===== src/rtl/dpram_rd_pkg.sv =====
// Shared defaults and FSM encoding for the DPRAM stream reader.
package dpram_rd_pkg;

    localparam int ADDR_W_DEF = 10;
    localparam int DATA_W_DEF = 64;

    typedef enum logic [1:0] {
        IDLE,
        READ,
        DRAIN
    } state_t;

endpackage


===== src/rtl/dpram_rd_skid.sv =====
// Two-entry FIFO that absorbs RAM read data while the stream stalls.
module dpram_rd_skid
    import dpram_rd_pkg::*;
#(
    parameter int DATA_W = DATA_W_DEF
) (
    input  logic              clk,
    input  logic              rst_n,
    input  logic              push,
    input  logic              pop,
    input  logic [DATA_W-1:0] din,
    output logic              full,
    output logic              empty,
    output logic [DATA_W-1:0] data
);

    logic [DATA_W-1:0] mem0;
    logic [DATA_W-1:0] mem1;
    logic              wr_ptr;
    logic              rd_ptr;
    logic [1:0]        cnt;
    logic              do_push;
    logic              do_pop;

    assign full    = (cnt == 2'd2);
    assign empty   = (cnt == 2'd0);
    assign do_pop  = pop & ~empty;
    assign do_push = push & (~full | do_pop);
    assign data    = rd_ptr ? mem1 : mem0;

    always_ff @(posedge clk or negedge rst_n) begin
        if (!rst_n) begin
            mem0   <= '0;
            mem1   <= '0;
            wr_ptr <= 1'b0;
            rd_ptr <= 1'b0;
            cnt    <= 2'd0;
        end else begin
            if (do_push) begin
                if (wr_ptr) mem1 <= din;
                else        mem0 <= din;
                wr_ptr <= ~wr_ptr;
            end
            if (do_pop) rd_ptr <= ~rd_ptr;
            unique case ({do_push, do_pop})
                2'b10:   cnt <= cnt + 2'd1;
                2'b01:   cnt <= cnt - 2'd1;
                default: cnt <= cnt;
            endcase
        end
    end

endmodule


===== src/rtl/dpram_stream_reader.sv =====
// Streams a block of RAM words out through a valid/ready port,
// keeping at most two words outstanding between RAM and consumer.
module dpram_stream_reader
    import dpram_rd_pkg::*;
#(
    parameter int ADDR_W = ADDR_W_DEF,
    parameter int DATA_W = DATA_W_DEF
) (
    input  logic              clk,
    input  logic              rst_n,
    input  logic              start,
    input  logic [ADDR_W-1:0] base_addr,
    input  logic [ADDR_W:0]   length,
    output logic              busy,
    output logic              done,
    output logic              ren,
    output logic [ADDR_W-1:0] raddr,
    input  logic [DATA_W-1:0] rdata,
    output logic              m_valid,
    input  logic              m_ready,
    output logic [DATA_W-1:0] m_data,
    output logic              m_last
);

    localparam logic [ADDR_W:0] CNT_ONE = (ADDR_W+1)'(1);

    state_t            state;
    logic [ADDR_W-1:0] addr_q;
    logic [ADDR_W:0]   len_q;
    logic [ADDR_W:0]   rd_cnt;
    logic [ADDR_W:0]   beat_cnt;
    logic              rvalid;
    logic              f_full;
    logic              f_empty;
    logic              pop;
    logic [1:0]        occ;
    logic              room;
    logic              last_rd;

    assign m_valid = ~f_empty;
    assign pop     = m_valid & m_ready;
    assign raddr   = addr_q;

    // A slot freed by this cycle's pop may be reused by this cycle's read.
    always_comb begin
        occ  = {1'b0, rvalid} + (f_full ? 2'd2 : {1'b0, ~f_empty});
        room = (occ < 2'd2) || ((occ == 2'd2) && pop);
    end

    assign ren     = (state == READ) && room;
    assign last_rd = ren && ((rd_cnt + CNT_ONE) == len_q);
    assign m_last  = m_valid && ((beat_cnt + CNT_ONE) == len_q);

    dpram_rd_skid #(
        .DATA_W (DATA_W)
    ) u_skid (
        .clk   (clk),
        .rst_n (rst_n),
        .push  (rvalid),
        .pop   (pop),
        .din   (rdata),
        .full  (f_full),
        .empty (f_empty),
        .data  (m_data)
    );

    always_ff @(posedge clk or negedge rst_n) begin
        if (!rst_n) begin
            state    <= IDLE;
            busy     <= 1'b0;
            done     <= 1'b0;
            addr_q   <= '0;
            len_q    <= '0;
            rd_cnt   <= '0;
            beat_cnt <= '0;
            rvalid   <= 1'b0;
        end else begin
            done   <= 1'b0;
            rvalid <= ren;
            if (ren) begin
                addr_q <= addr_q + ADDR_W'(1);
                rd_cnt <= rd_cnt + CNT_ONE;
            end
            if (pop) beat_cnt <= beat_cnt + CNT_ONE;
            unique case (state)
                IDLE: begin
                    if (start) begin
                        addr_q   <= base_addr;
                        len_q    <= length;
                        rd_cnt   <= '0;
                        beat_cnt <= '0;
                        if (length == '0) begin
                            done <= 1'b1;
                        end else begin
                            state <= READ;
                            busy  <= 1'b1;
                        end
                    end
                end
                READ: begin
                    if (last_rd) state <= DRAIN;
                end
                DRAIN: begin
                    if (pop && m_last) begin
                        state <= IDLE;
                        busy  <= 1'b0;
                        done  <= 1'b1;
                    end
                end
                default: state <= IDLE;
            endcase
        end
    end

endmodule


===== config.mk =====
export PLATFORM = sky130hd
export DESIGN_NAME = dpram_stream_reader
export DESIGN_NICKNAME = d
export VERILOG_FILES = /design/src/rtl/dpram_rd_pkg.sv /design/src/rtl/dpram_rd_skid.sv /design/src/rtl/dpram_stream_reader.sv
export SDC_FILE = /design/constraint.sdc
export NUM_CORES = 1
export LEC_CHECK = 0
export CAP_MARGIN = 20
export CORE_MARGIN = 2
export CORE_UTILIZATION = 52
export CTS_CLUSTER_DIAMETER = 40
export DETAILED_ROUTE_END_ITERATION = 16
export HOLD_SLACK_MARGIN = 0.12
export PLACE_DENSITY_LB_ADDON = 0.15
export REMOVE_ABC_BUFFERS = 1
export SLEW_MARGIN = 5
export SYNTH_ARGS = -nofsm -noshare
export SYNTH_HDL_FRONTEND = slang
export SYNTH_SLANG_ARGS = --single-unit

===== constraint.sdc =====
create_clock -name clk -period 2.5 [get_ports clk]
set_clock_uncertainty 0.1 [all_clocks]
set_input_delay 0.25 -clock clk [delete_from_list [all_inputs] [get_ports clk]]
set_output_delay 0.25 -clock clk [all_outputs]
set_load 0.05 [all_outputs]

# Word-level counts from Yosys, hierarchy flattened
# Cells that the tools add are included.
dict set report classes {
  add_sub_neg 6
  magnitude_cmp 1
  n_eq_ne 12
  mux 25
  bitwise_logic 8
  reduce_logical 16
}
# operator n
set ops {}
lappend ops {{$mux 11} 6}
lappend ops {{$mux 64} 1}
lappend ops {{$mux 10} 3}
lappend ops {{$add 11x1->11 const B} 2}
lappend ops {{$eq 11x11->1} 2}
lappend ops {{$logic_not 11->1} 1}
lappend ops {{$add 10x1->10 const B} 1}
lappend ops {{$mux 2} 5}
lappend ops {{$eq 2x2->1 const B} 4}
lappend ops {{$ne 2x2->1 const B} 4}
lappend ops {{$reduce_and 4->1} 2}
lappend ops {{$mux 1} 6}
lappend ops {{$pmux 2 s3} 1}
lappend ops {{$reduce_and 2->1} 3}
lappend ops {{$logic_and 1x1->1} 5}
lappend ops {{$eq 2x1->1 const B} 2}
lappend ops {{$logic_not 2->1} 2}
lappend ops {{$not 1->1} 4}
lappend ops {{$pmux 1 s2} 2}
lappend ops {{$pmux 2 s2} 1}
lappend ops {{$reduce_bool 2->1} 2}
lappend ops {{$and 1x1->1} 3}
lappend ops {{$add 1x2->2} 1}
lappend ops {{$add 2x1->2 const B} 1}
lappend ops {{4 further kinds} 4}
dict set report totals {
  reg_bits 180
  inputBits 89
  output_inout_bits 79
}

# Longest topological paths before layout
# Gate-level depths: netlist of the first run.
dict set report logic_depth {
  word_depth 11
  mapped_depth 8
  ltp_nobuf 7
}

# Modules after synthesis
# From an unflattened synthesis of the first run, not the netlist that was laid out.
dict set report unflattened {
  cells_unflattened 680
  area_unflattened_um2 8981.1
}
# module instances cells_each area_each_um2 seq_area_each_um2
set by_module_without_submodules {}
lappend by_module_without_submodules {dpram_rd_skid 1 359 6029.5 3303.2}
lappend by_module_without_submodules {dpram_stream_reader 1 321 2951.6 1201.2}

# Least setup slack after synthesis of the first run
# OpenSTA, ideal clock, no wires.
dict set report synth_timing {
  path_type {register -> output}
  from {register beat_cnt[0]}
  to {output port m_last}
  t_arrival_ns 3.207
  t_required_ns 2.150
  setup_slack_ns -1.057
  stages_incl_launch_ff 8
  path_buffers 1
  path_cell_list {dfrtp_1 ha_1 buf_6 nand2_1 or4_4 o22ai_1 o211ai_2 nor4b_1}
}
dict set report synth_between {
  elab_chain_cells 3
}
# element line_no
set synth_lines {}
lappend synth_lines {{start: declaration} dpram_stream_reader.sv:31} ;# logic [ADDR_W:0] beat_cnt;
lappend synth_lines {{start signal: assignment} dpram_stream_reader.sv:84} ;# if (pop) beat_cnt <= beat_cnt + CNT_ONE;
lappend synth_lines {{$add 11x1->11} dpram_stream_reader.sv:52} ;# assign m_last = m_valid && ((beat_cnt + CNT_ONE) == len_q);
lappend synth_lines {{$eq 11x11->1} dpram_stream_reader.sv:52}
lappend synth_lines {{$logic_and 1x1->1} dpram_stream_reader.sv:52}
lappend synth_lines {{end: declaration} dpram_stream_reader.sv:22} ;# output logic m_last
# No other way between the ends.

# Final worst setup path of the first run
# Same ends and word-level chain as after synthesis.

==> results of run 1 <==
==> logic make-up (layout without fill, tap and decap cells) <==
logic type                 after synthesis  count (layout)  synth area share [%]
xor gates and xnor gates                58              58                  5.93
adders and majority gates                4               4                 0.584
muxes                                  205             205                  26.9
DFF                                    180             180                  52.6
and+or+nand+nor                        127             127                  7.53
AOI/OAI and AO/OA                       52              52                  3.97
buffers and inverters                   46             233                  2.54
==> timing repair <==
item,4_1_cts,5_1_grt
hold buffers,1,0
pin swaps,4,4
setup buffers,3,2
endpoints found under the setup margin,65,17
resized for setup,13,19
hold endpoints to repair,142,0
==> placed cells by master (no fill, tap or decap), types with 13 or more instances in the layout <==
| master | count |
|---|---|
| nor2_1 | 30 |
| clkdlybuf4s50_1 | 102 |
| o21ai_0 | 20 |
| dlymetal6s2s_1 | 13 |
| buf_4 | 63 |
| mux2_2 | 202 |
| nand3_1 | 14 |
| xor2_1 | 24 |
| clkbuf_16 | 17 |
| nand2_1 | 34 |
| xnor2_1 | 34 |
| dfrtp_1 | 178 |
==> flip-flops by register name (all words and copies together), names as in the netlist, 2 cells and up <==
signal / flops
beat_cnt: 11
len_q: 11
raddr: 10
rd_cnt: 11
state: 2
u_skid.cnt: 2
u_skid.mem0: 64
u_skid.mem1: 64
==> worst max-delay path: stages, from the launching register on <==
cell	delay [ps]
dfrtp_1	410
ha_4	190
buf_6	130
o21ba_4	190
a221oi_2	260
o211ai_1	180
nor4b_2	330
buf_4	180
buf_12	120
==> final cells by class <==
| type | count | area, um2 |
|---|---|---|
| timing repair buffer | 194 | 1900 |
| clock buffer | 20 | 457 |
| sequential | 180 | 4510 |
| multi-input combinational | 446 | 3920 |
| tap | 216 | 270 |
| clock inverter | 11 | 199 |
| inverter | 8 | 30.0 |
| fill | 1143 | 4720 |
==> per-stage QoR <==
stage / TNS, ps / hold slack (ps) / instance area [um2]
after floorplan: -293820 / -146 / 8380
after global placement: 0 / 106 / 10500
after detailed placement: 0 / 116 / 10500
after CTS: -201 / 241 / 11200
after global routing: -332 / 263 / 11300
final: -259 / 224 / 11300
==> layer usage <==
layer / vias up / track usage [%]
met2: 159 / 38.9
met4: 0 / 7.59
met3: 23 / 3.84
li1: 2751 / -
met5: - / 0
met1: 2986 / 28.4
==> worst paths after layout <==
path / end / slack (ps) / cells past startpoint
min in group clk: raddr[7]$_DFF_PN0_ / 290 / 3
min: u_skid.mem1[53]$_DFFE_PN0P_ / 220 / 2
max in group asynchronous: rd_cnt[9]$_DFF_PN0_ / 1270 / 3
min reg2reg: u_skid.mem0[1]$_DFFE_PN0P_ / 400 / 1
max: m_last / -260 / 8
max reg2reg: done$_DFF_PN0_ / 260 / 9
==> metrics.md, run 1 <==
| Metric | Value |
|---|---|
| Synthesized area | `8570 um2` |
| Maximum fanout along the worst path | `7` |
| Die ar. | `17500 um2` |
| Number of flops mapped to enable cells by yosys | `0` |
| Slack of the critical path | `-259 ps` |
| FF+latch count, synth | `180` |
| Most used DFF post-synth | `dfrtp_1` |
| Status | `finished, violations left` |
| Pre-CTS setup slack | `20.6 ps` |
| Layout Nets | `940` |
| Synthesis-to-finish area growth | `31.6%` |
| Yosys warning count | `0` |
| Die width | `~130 um` |
| Sequential area share after synthesis | `52.6%` |
| Failing checks | `setup timing` |
| Distinct cells, synth | `56` |
| Worst Max-Slew Pin Slew | `573 ps` |
| Worst reg2reg path startpoint | `beat_cnt[0]$_DFF_PN0_` |
| Asr flop ratio synth | `100%` |
| Clock Pin Slew Worst Setup and Hold Paths | `60 ps` |
| Max Used Layer | `met4` |
| Post-synth top area cell | `dfrtp_1` |
| Routed length per instance | `17.9 um` |
| Initial antenna violation count | `0` |
| Crit Path Category | `reg -> out` |
| Unrepaired setup endpoints after global routing | `yes` |
| Final Slew Violations | `0` |
| Num ports | `168` |
| Total Routing Usage GR | `22.4%` |
| Met2 routed WL | `9890 um` |
| Synth Instances | `roughly 670` |
| Hold/Removal Path Class | `in -> async` |
| Worst Setup SP | `beat_cnt[0]$_DFF_PN0_` |
| # diodes | `0` |
| Slew HR | `between 60 and 70%` |
| Synth cell count leaders | `mux2_2 (202), dfrtp_1 (180), nand2_1 (35), xnor2_1 (34), nor2_1 (31)` |
| Initial Util | `53.6%` |
| Final core utilization | `a little over two thirds` |
| Critical path endpoint category | `output port` |
| H-tree depth | `4` |
| Met1 WL | `around 8200 um` |
| Total gr overflow | `0` |
| Routability cong. | `0.853` |
| Max frequency | `0.363 GHz` |
| Final WL | `around 19000 um` |
| Non-Filler Instances | `roughly 1100` |
| Final period util | `110%` |
| Vias | `5919` |
| Vias in the first global route | `6198` |
| Clk_lat worst skew | `around 420 ps` |
| Final hold violation count | `0` |
| Largest net degree at the start of global routing | `62` |
| DRT Pass-1 Iters | `4` |
| WP data arrival | `2410 ps` |
| # Max-Cap Violations | `0` |
| Max clock buf depth | `2` |
| # rows | `46` |
| Drt initial violations | `227` |
| CTS tree | `built` |
| First-pass GRT wire length | `31500 um` |
| DP Wirelength | `between 10000 and 15000 um` |
| DRT antenna net count | `0` |
| DR WL met3 | `787 um` |
| Buffers on Ports | `167` |
| Average cell area after synthesis | `12.8 um2` |
| Core area | `16000 um2` |
| Chip Height | `132 um` |
| Vias per inst | `between 5 and 6` |
| Synth top area share | `approximately 53%` |
| Clock Sinks | `180` |
| Setup violators final | `1` |
| Placed cells | `1038` |
| CTS Buf Count | `17` |
| Most frequent cell after synthesis | `mux2_2` |
| Layout cell share with drive strength beyond 1 | `a little under two fifths` |
| Most area-consuming cells after synthesis | `dfrtp_1 (53%), mux2_2 (27%), xnor2_1 (3.5%), xor2_1 (2.5%), nand2_1 (1.5%)` |
| Critical Path RT | `2150 ps` |
| Crit path time final | `2760 ps` |
| Root buffer cell | `clkbuf_16` |
| Residual DRC | `0` |
| Crit start category | `flop` |
Power of run 1 is left out: the tool's default activity adds up to more than one toggle a clock period on the data nets, which glitch-free logic cannot reach.
==> run 2: changes to the inputs <==
ABC_AREA = 1   (was unset)
PLACE_DENSITY = 0.77   (was unset)
PLACE_DENSITY_LB_ADDON = unset   (was 0.15)
==> run 2 against run 1 <==
Against the previous run:
- final cell count rose by 41%
- area after synthesis grew 0.47%
- first-iteration DRC count grew to 3.1 times the previous value
- global-route usage is 3.6 points higher
- the run still ends with setup timing left
- via count rose by 33%
- hold slack better by 57 ps
- clock-buffer cell count unchanged
- design area rose by 6.0%
- sequential cell count stayed put
- wire length rose by 15%
- register-to-register slack improved by 250 ps
==> metrics.md, run 2 <==
| Metric | Value |
|---|---|
| DRT Pass-1 Iters | `5` |
| Routability cong. | `0.965` |
| Average cell area after synthesis | `7.63 um2` |
| # Max-Cap Violations | `0` |
| Synthesis-to-finish area growth | `38.9%` |
| Initial antenna violation count | `1` |
| CTS Buf Count | `17` |
| Die ar. | `17600 um2` |
| Layout cell share with drive strength beyond 1 | `~12%` |
| Critical path endpoint category | `output port` |
| Crit path time final | `between 2000 and 3000 ps` |
| Initial Util | `52.5%` |
| Crit Path Category | `reg -> out` |
| First-pass GRT wire length | `36700 um` |
| Core area | `16400 um2` |
| Synth top area share | `52.3%` |
| Die width | `133 um` |
| Most used DFF post-synth | `dfrtp_1` |
| Distinct cells, synth | `34` |
| Buffers on Ports | `167` |
| Routed length per instance | `14.6 um` |
| Max frequency | `0.384 GHz` |
| Total Routing Usage GR | `between 20% and 30%` |
| Hold/Removal Path Class | `in -> async` |
| # diodes | `0` |
| Slack of the critical path | `-107 ps` |
| Post-synth top area cell | `dfrtp_1` |
| Maximum fanout along the worst path | `4` |
| Layout Nets | `1378` |
| Crit start category | `flop` |
| WP data arrival | `2260 ps` |
| Family with the most delay on the worst path | `simple AND/OR/NAND/NOR gates` |
| Asr flop ratio synth | `100%` |
| Failing checks | `setup timing` |
| Chip Height | `between 100 and 150 um` |
| Final hold violation count | `0` |
| Slew HR | `50.5%` |
| Setup TNS | `-107 ps` |
| Vias | `around 8000` |
| Commonest non-fill, non-tap cells in the layout | `nand2_1 (435), dfrtp_1 (177), o21ai_0 (166), inv_1 (122), clkdlybuf4s50_1 (100)` |
| Crit. path cell count | `11` |
| FF+latch count, synth | `180` |
| Most common cell after layout, fill and taps aside | `nand2_1` |
| Clock Sinks | `180` |
| Critical Path RT | `2150 ps` |
| Most frequent cell after synthesis | `nand2_1` |
| Final Slew Violations | `0` |
| Vias in the first global route | `approximately 7500` |
| Clock Pin Slew Worst Setup and Hold Paths | `70 ps` |
| Top flop regs | `u_skid.mem0 x64, u_skid.mem1 x64` |
| DP Area | `11200 um2` |
| Synth cell count leaders | `nand2_1 (443), dfrtp_1 (180), o21ai_0 (166), inv_1 (124), nand3_1 (40)` |
| Largest net degree at the start of global routing | `129` |
| Most area-consuming cells after synthesis | `dfrtp_1 (52%), nand2_1 (19%), o21ai_0 (9.6%), inv_1 (5.4%), nand3_1 (2.3%)` |
| # rows | `47` |
| DP Wirelength | `14800 um` |
| Synth Instances | `1128` |
| Slowest Stage Delay on Critical Path | `400 ps` |
| Max clock buf depth | `2` |
| Total gr overflow | `0` |
| Drt initial violations | `between 600 and 700` |
| Final WL | `22100 um` |
| CP Cell Sequence | `buf_6, nand2_4, nor2_4, nand3_2, nand3_2, nand2_2, nor2_2, nand2_2, nor4_2, buf_4, buf_12` |
| Vias per inst | `5.18` |
| CTS tree | `built` |
| Final core utilization | `72.9%` |
| H-tree depth | `4` |
| Num ports | `between 150 and 200` |
| Worst reg2reg path depth | `8` |
| Residual DRC | `0` |
| Number of flops mapped to enable cells by yosys | `0` |
| Sequential area share after synthesis | `52.3%` |
| Buf+Inv Stages, Crit Path | `3` |
| Setup violators final | `1` |
| Yosys warning count | `0` |
| Master of the slowest instance on the critical path | `dfrtp_1` |
| Worst Max-Slew Pin Slew | `742 ps` |
| Final period util | `104%` |
| Status | `finished, violations left` |
| Clk_lat worst skew | `430 ps` |
| Synthesized area | `8610 um2` |
| Root buffer cell | `clkbuf_16` |
| Post-route cell area | `about 12000 um2` |
| DRT antenna net count | `0` |
| Unrepaired setup endpoints after global routing | `yes` |
-- run 2: area by class of cell --
type	count	area [um2]
timing repair buffer	189	2580
clock buffer	20	437
multi-input combinational	769	3520
clock inverter	12	156
sequential	180	4510
tap	220	275
inverter	128	480
fill	1204	4450
-- run 2: worst paths after layout --
| kind | startpoint | to | slack, ps |
|---|---|---|---|
| max | beat_cnt[1]$_DFF_PN0_ | m_last | -110 |
| min | rst_n | u_skid.mem0[42]$_DFFE_PN0P_ | 280 |
| max reg2reg | u_skid.cnt[0]$_DFFE_PN0P_ | u_skid.cnt[1]$_DFFE_PN0P_ | 510 |
| min reg2reg | u_skid.mem0[51]$_DFFE_PN0P_ | u_skid.mem0[51]$_DFFE_PN0P_ | 380 |
| max in group asynchronous | rst_n | beat_cnt[2]$_DFF_PN0_ | 1280 |
| min in group clk | base_addr[6] | raddr[6]$_DFF_PN0_ | 280 |
-- run 2: cell families after synthesis --
family | share of synthesized area (%)
xor gates and xnor gates | 1.38
AOI/OAI and AO/OA | 12.2
buffers and inverters | 7.98
adders and majority gates | 0.581
and+or+nand+nor | 25.6
DFF | 52.3
-- run 2: metal layers --
layer	up-vias	wire length, um	track usage, %
li1	3855	-	-
met1	3702	10000	35.8
met2	267	10300	41.1
met3	35	1270	5.71
met4	2	452	8.84
met5	-	12	0
-- run 2: timing repair --
action	in CTS	in global routing
hold buffers	1	0
pin swaps	5	14
setup endpoints to repair	1	1
gates resized for setup	8	19
buffers inserted	4	2
hold endpoints to repair	65	0
-- run 2: per-stage QoR --
stage | cells | worst slack (ps) | hold slack [ps]
floorplan | 1077 | -718 | -146
detailed placement | 1479 | 251 | 198
global route | 1518 | -233 | 299
CTS | 1516 | -69.3 | 281
global placement | 1479 | 209 | 199
finish | 1518 | -107 | 280
-- run 2: worst reg2reg max path, stage by stage (launching register included) --
cell	delay (ps)
dfrtp_1	430
inv_2	100
nand2_1	150
nand2_2	230
clkinv_1	150
ha_1	340
a21oi_1	110
o21ai_0	110
xor2_1	150
Power of run 2 is left out for the same reason.
==> run 3: changes to the inputs <==
CORE_UTILIZATION = 53   (was 52)
SYNTH_HIERARCHICAL = 1   (was unset)
clock period = 2.82 ns   (was 2.5 ns; I/O delays follow)
==> run 3 against run 2 <==
Against the previous run:
- register-to-register slack got worse by 150 ps
- area after synthesis rose by 10%
- critical path type unchanged
- wire length rose by 11%
- setup slack improved by 280 ps
- non-clock buffer count rose by 10
- largest cell class unchanged
- the run now ends clean
==> metrics.md, run 3 <==
| Metric | Value |
|---|---|
| Vias per inst | `5.46` |
| Worst hold start | `base_addr[6]` |
| Slack of the critical path | `169 ps` |
| Synth cell count leaders | `nand2_1 (576), dfrtp_1 (180), nand4_1 (140), inv_1 (84), nand3_1 (49)` |
| Final period util | `94.0%` |
| Clock Pin Slew Worst Setup and Hold Paths | `70 ps` |
| H-tree depth | `4` |
| Post-route cell area | `11800 um2` |
| Chip Height | `between 100 and 150 um` |
| RR Endpoint | `raddr[5]$_DFF_PN0_` |
| Core area | `about 17000 um2` |
| Clk_lat worst skew | `between 400 and 500 ps` |
| DRT antenna net count | `0` |
| Area of the multi-input gates | `around 4200 um2` |
| Crit path time final | `approximately 2700 ps` |
| Root buffer cell | `clkbuf_16` |
| Hold/Removal Path Class | `in -> reg` |
| Critical path endpoint category | `output port` |
| Setup slack, reg-to-reg | `360 ps` |
| Routability cong. | `0.906` |
| Layout fillers | `between 1000 and 1500` |
| Synth Instances | `around 1300` |
| Total gr overflow | `0` |
| FF+latch count, synth | `180` |
| Most used DFF post-synth | `dfrtp_1` |
| Critical Path End | `ren` |
| Yosys warning count | `6` |
| Residual DRC | `0` |
| Average cell area after synthesis | `7.50 um2` |
| Post-synth top area cell | `dfrtp_1` |
| Die ar. | `19000 um2` |
| Number of flops mapped to enable cells by yosys | `0` |
| Largest net degree at the start of global routing | `91` |
| Total Routing Usage GR | `between 20 and 30%` |
| Top flop regs | `u_skid/mem0 x64, u_skid/mem1 x64` |
| Most area-consuming cells after synthesis | `dfrtp_1 (48%), nand2_1 (23%), nand4_1 (9.2%), inv_1 (3.3%), nand3_1 (2.6%)` |
| Clock Sinks | `180` |
| Die width | `roughly 140 um` |
| Num ports | `168` |
| Final core utilization | `68.2%` |
| Sequential area share after synthesis | `47.6%` |
| Worst reg2reg path startpoint | `u_skid/cnt[1]$_DFFE_PN0P_` |
| Layout Nets | `1493` |
| Synthesized area | `9470 um2` |
| Vias in the first global route | `8186` |
| Drt initial violations | `just over 700` |
| Crit Path Category | `reg -> out` |
| Critical Path RT | `2440 ps` |
| DP Wirelength | `16200 um` |
| Status | `finished clean` |
| Buffers on Ports | `between 150 and 200` |
| Pre-CTS setup slack | `about 360 ps` |
| Slew HR | `38.0%` |
| Setup violators final | `0` |
| Layout cell share with drive strength beyond 1 | `under 10%` |
| # Max-Cap Violations | `0` |
| Initial Util | `54.6%` |
| Most common cell after layout, fill and taps aside | `nand2_1` |
| Worst reg2reg path depth | `13` |
| Distinct cells, synth | `37` |
| Final WL | `24600 um` |
| DRT Pass-1 Iters | `5` |
| Crit start category | `flop` |
| Commonest non-fill, non-tap cells in the layout | `nand2_1 (576), dfrtp_1 (176), clkdlybuf4s50_1 (150), nand4_1 (140), inv_1 (81)` |
| DP Area | `11200 um2` |
| Asr flop ratio synth | `100%` |
| Register area | `roughly 4500 um2` |
| CTS tree | `built` |
| Synthesis-to-finish area growth | `24.9%` |
| WP data arrival | `2270 ps` |
| Max frequency | `0.377 GHz` |
| Synth top area share | `47.6%` |
| First-pass GRT wire length | `approximately 40000 um` |
| Worst Setup SP | `u_skid/cnt[1]$_DFFE_PN0P_` |
| Final Slew Violations | `0` |
| # rows | `48` |
| Max clock buf depth | `2` |
| Worst Max-Slew Pin Slew | `between 900 and 1000 ps` |
| Most frequent cell after synthesis | `nand2_1` |
| CTS Buf Count | `17` |
| Maximum fanout along the worst path | `7` |
| Initial antenna violation count | `1` |
| Vias | `8945` |
| Routed length per instance | `between 15 and 20 um` |
| Final hold violation count | `0` |
| Hold slack | `305 ps` |
-- run 3: area by class of cell --
cell class	instances	share of cell area, %
clock buffers	20	3.69
inverters	86	2.76
repair buffers	199	16.4
well taps	225	2.38
clock inverters	12	1.07
flip-flops and latches	180	38.1
multi-input cells	915	35.6
diodes	1	0.0212
-- run 3: critical path: stages (launching register included) --
cell	delay [ps]
dfrtp_1	440
inv_1	90
nor2_1	170
nor2_1	70
ha_1	190
xor2_1	140
o21ai_0	110
nand2_1	200
clkinvlp_4	230
buf_12	200
-- run 3: kinds of logic after synthesis --
kind of cell,Yosys count,share of synthesized area (%)
buffers and inverters,167,8.02
AO/OA/AOI/OAI,69,3.98
XOR/XNOR,14,1.44
flip-flops,180,47.6
AND/OR/NAND/NOR,827,38.3
adder cells (fa/ha/maj),5,0.661
-- run 3: how the worst min path moves through the flow --
stage | endpoint | slack (ps) | cells past startpoint
after global routing | raddr[6]$_DFF_PN0_ | 340 | 3
after floorplan | beat_cnt[0]$_DFF_PN0_ | -110 | 0
after CTS | raddr[6]$_DFF_PN0_ | 300 | 3
after detailed placement | u_skid/mem1[50]$_DFFE_PN0P_ | 230 | 1
after global placement | u_skid/mem1[50]$_DFFE_PN0P_ | 230 | 1
final | raddr[6]$_DFF_PN0_ | 300 | 3
-- run 3: per-layer routing --
metal	part of all wire [%]	track usage, %
met1	44	37.1
met4	2.0	9.91
met2	48	43.0
met5	0	0
met3	6.5	4.19
-- run 3: metrics by stage --
step,TNS (ps),instances
6_report,0,1638
5_1_grt,-4.80,1638
4_1_cts,0,1634
3_5_place_dp,0,1601
3_3_place_gp,0,1601
2_1_floorplan,-230260,1181
-- run 3: repair_timing --
item | CTS | global route
hold endpoints to repair | 63 | 0
endpoints found under the setup margin | 0 | 2
gates resized for setup | 0 | 3
hold buffers | 1 | 0
setup buffers | 0 | 3
Power of run 3 is left out for the same reason.
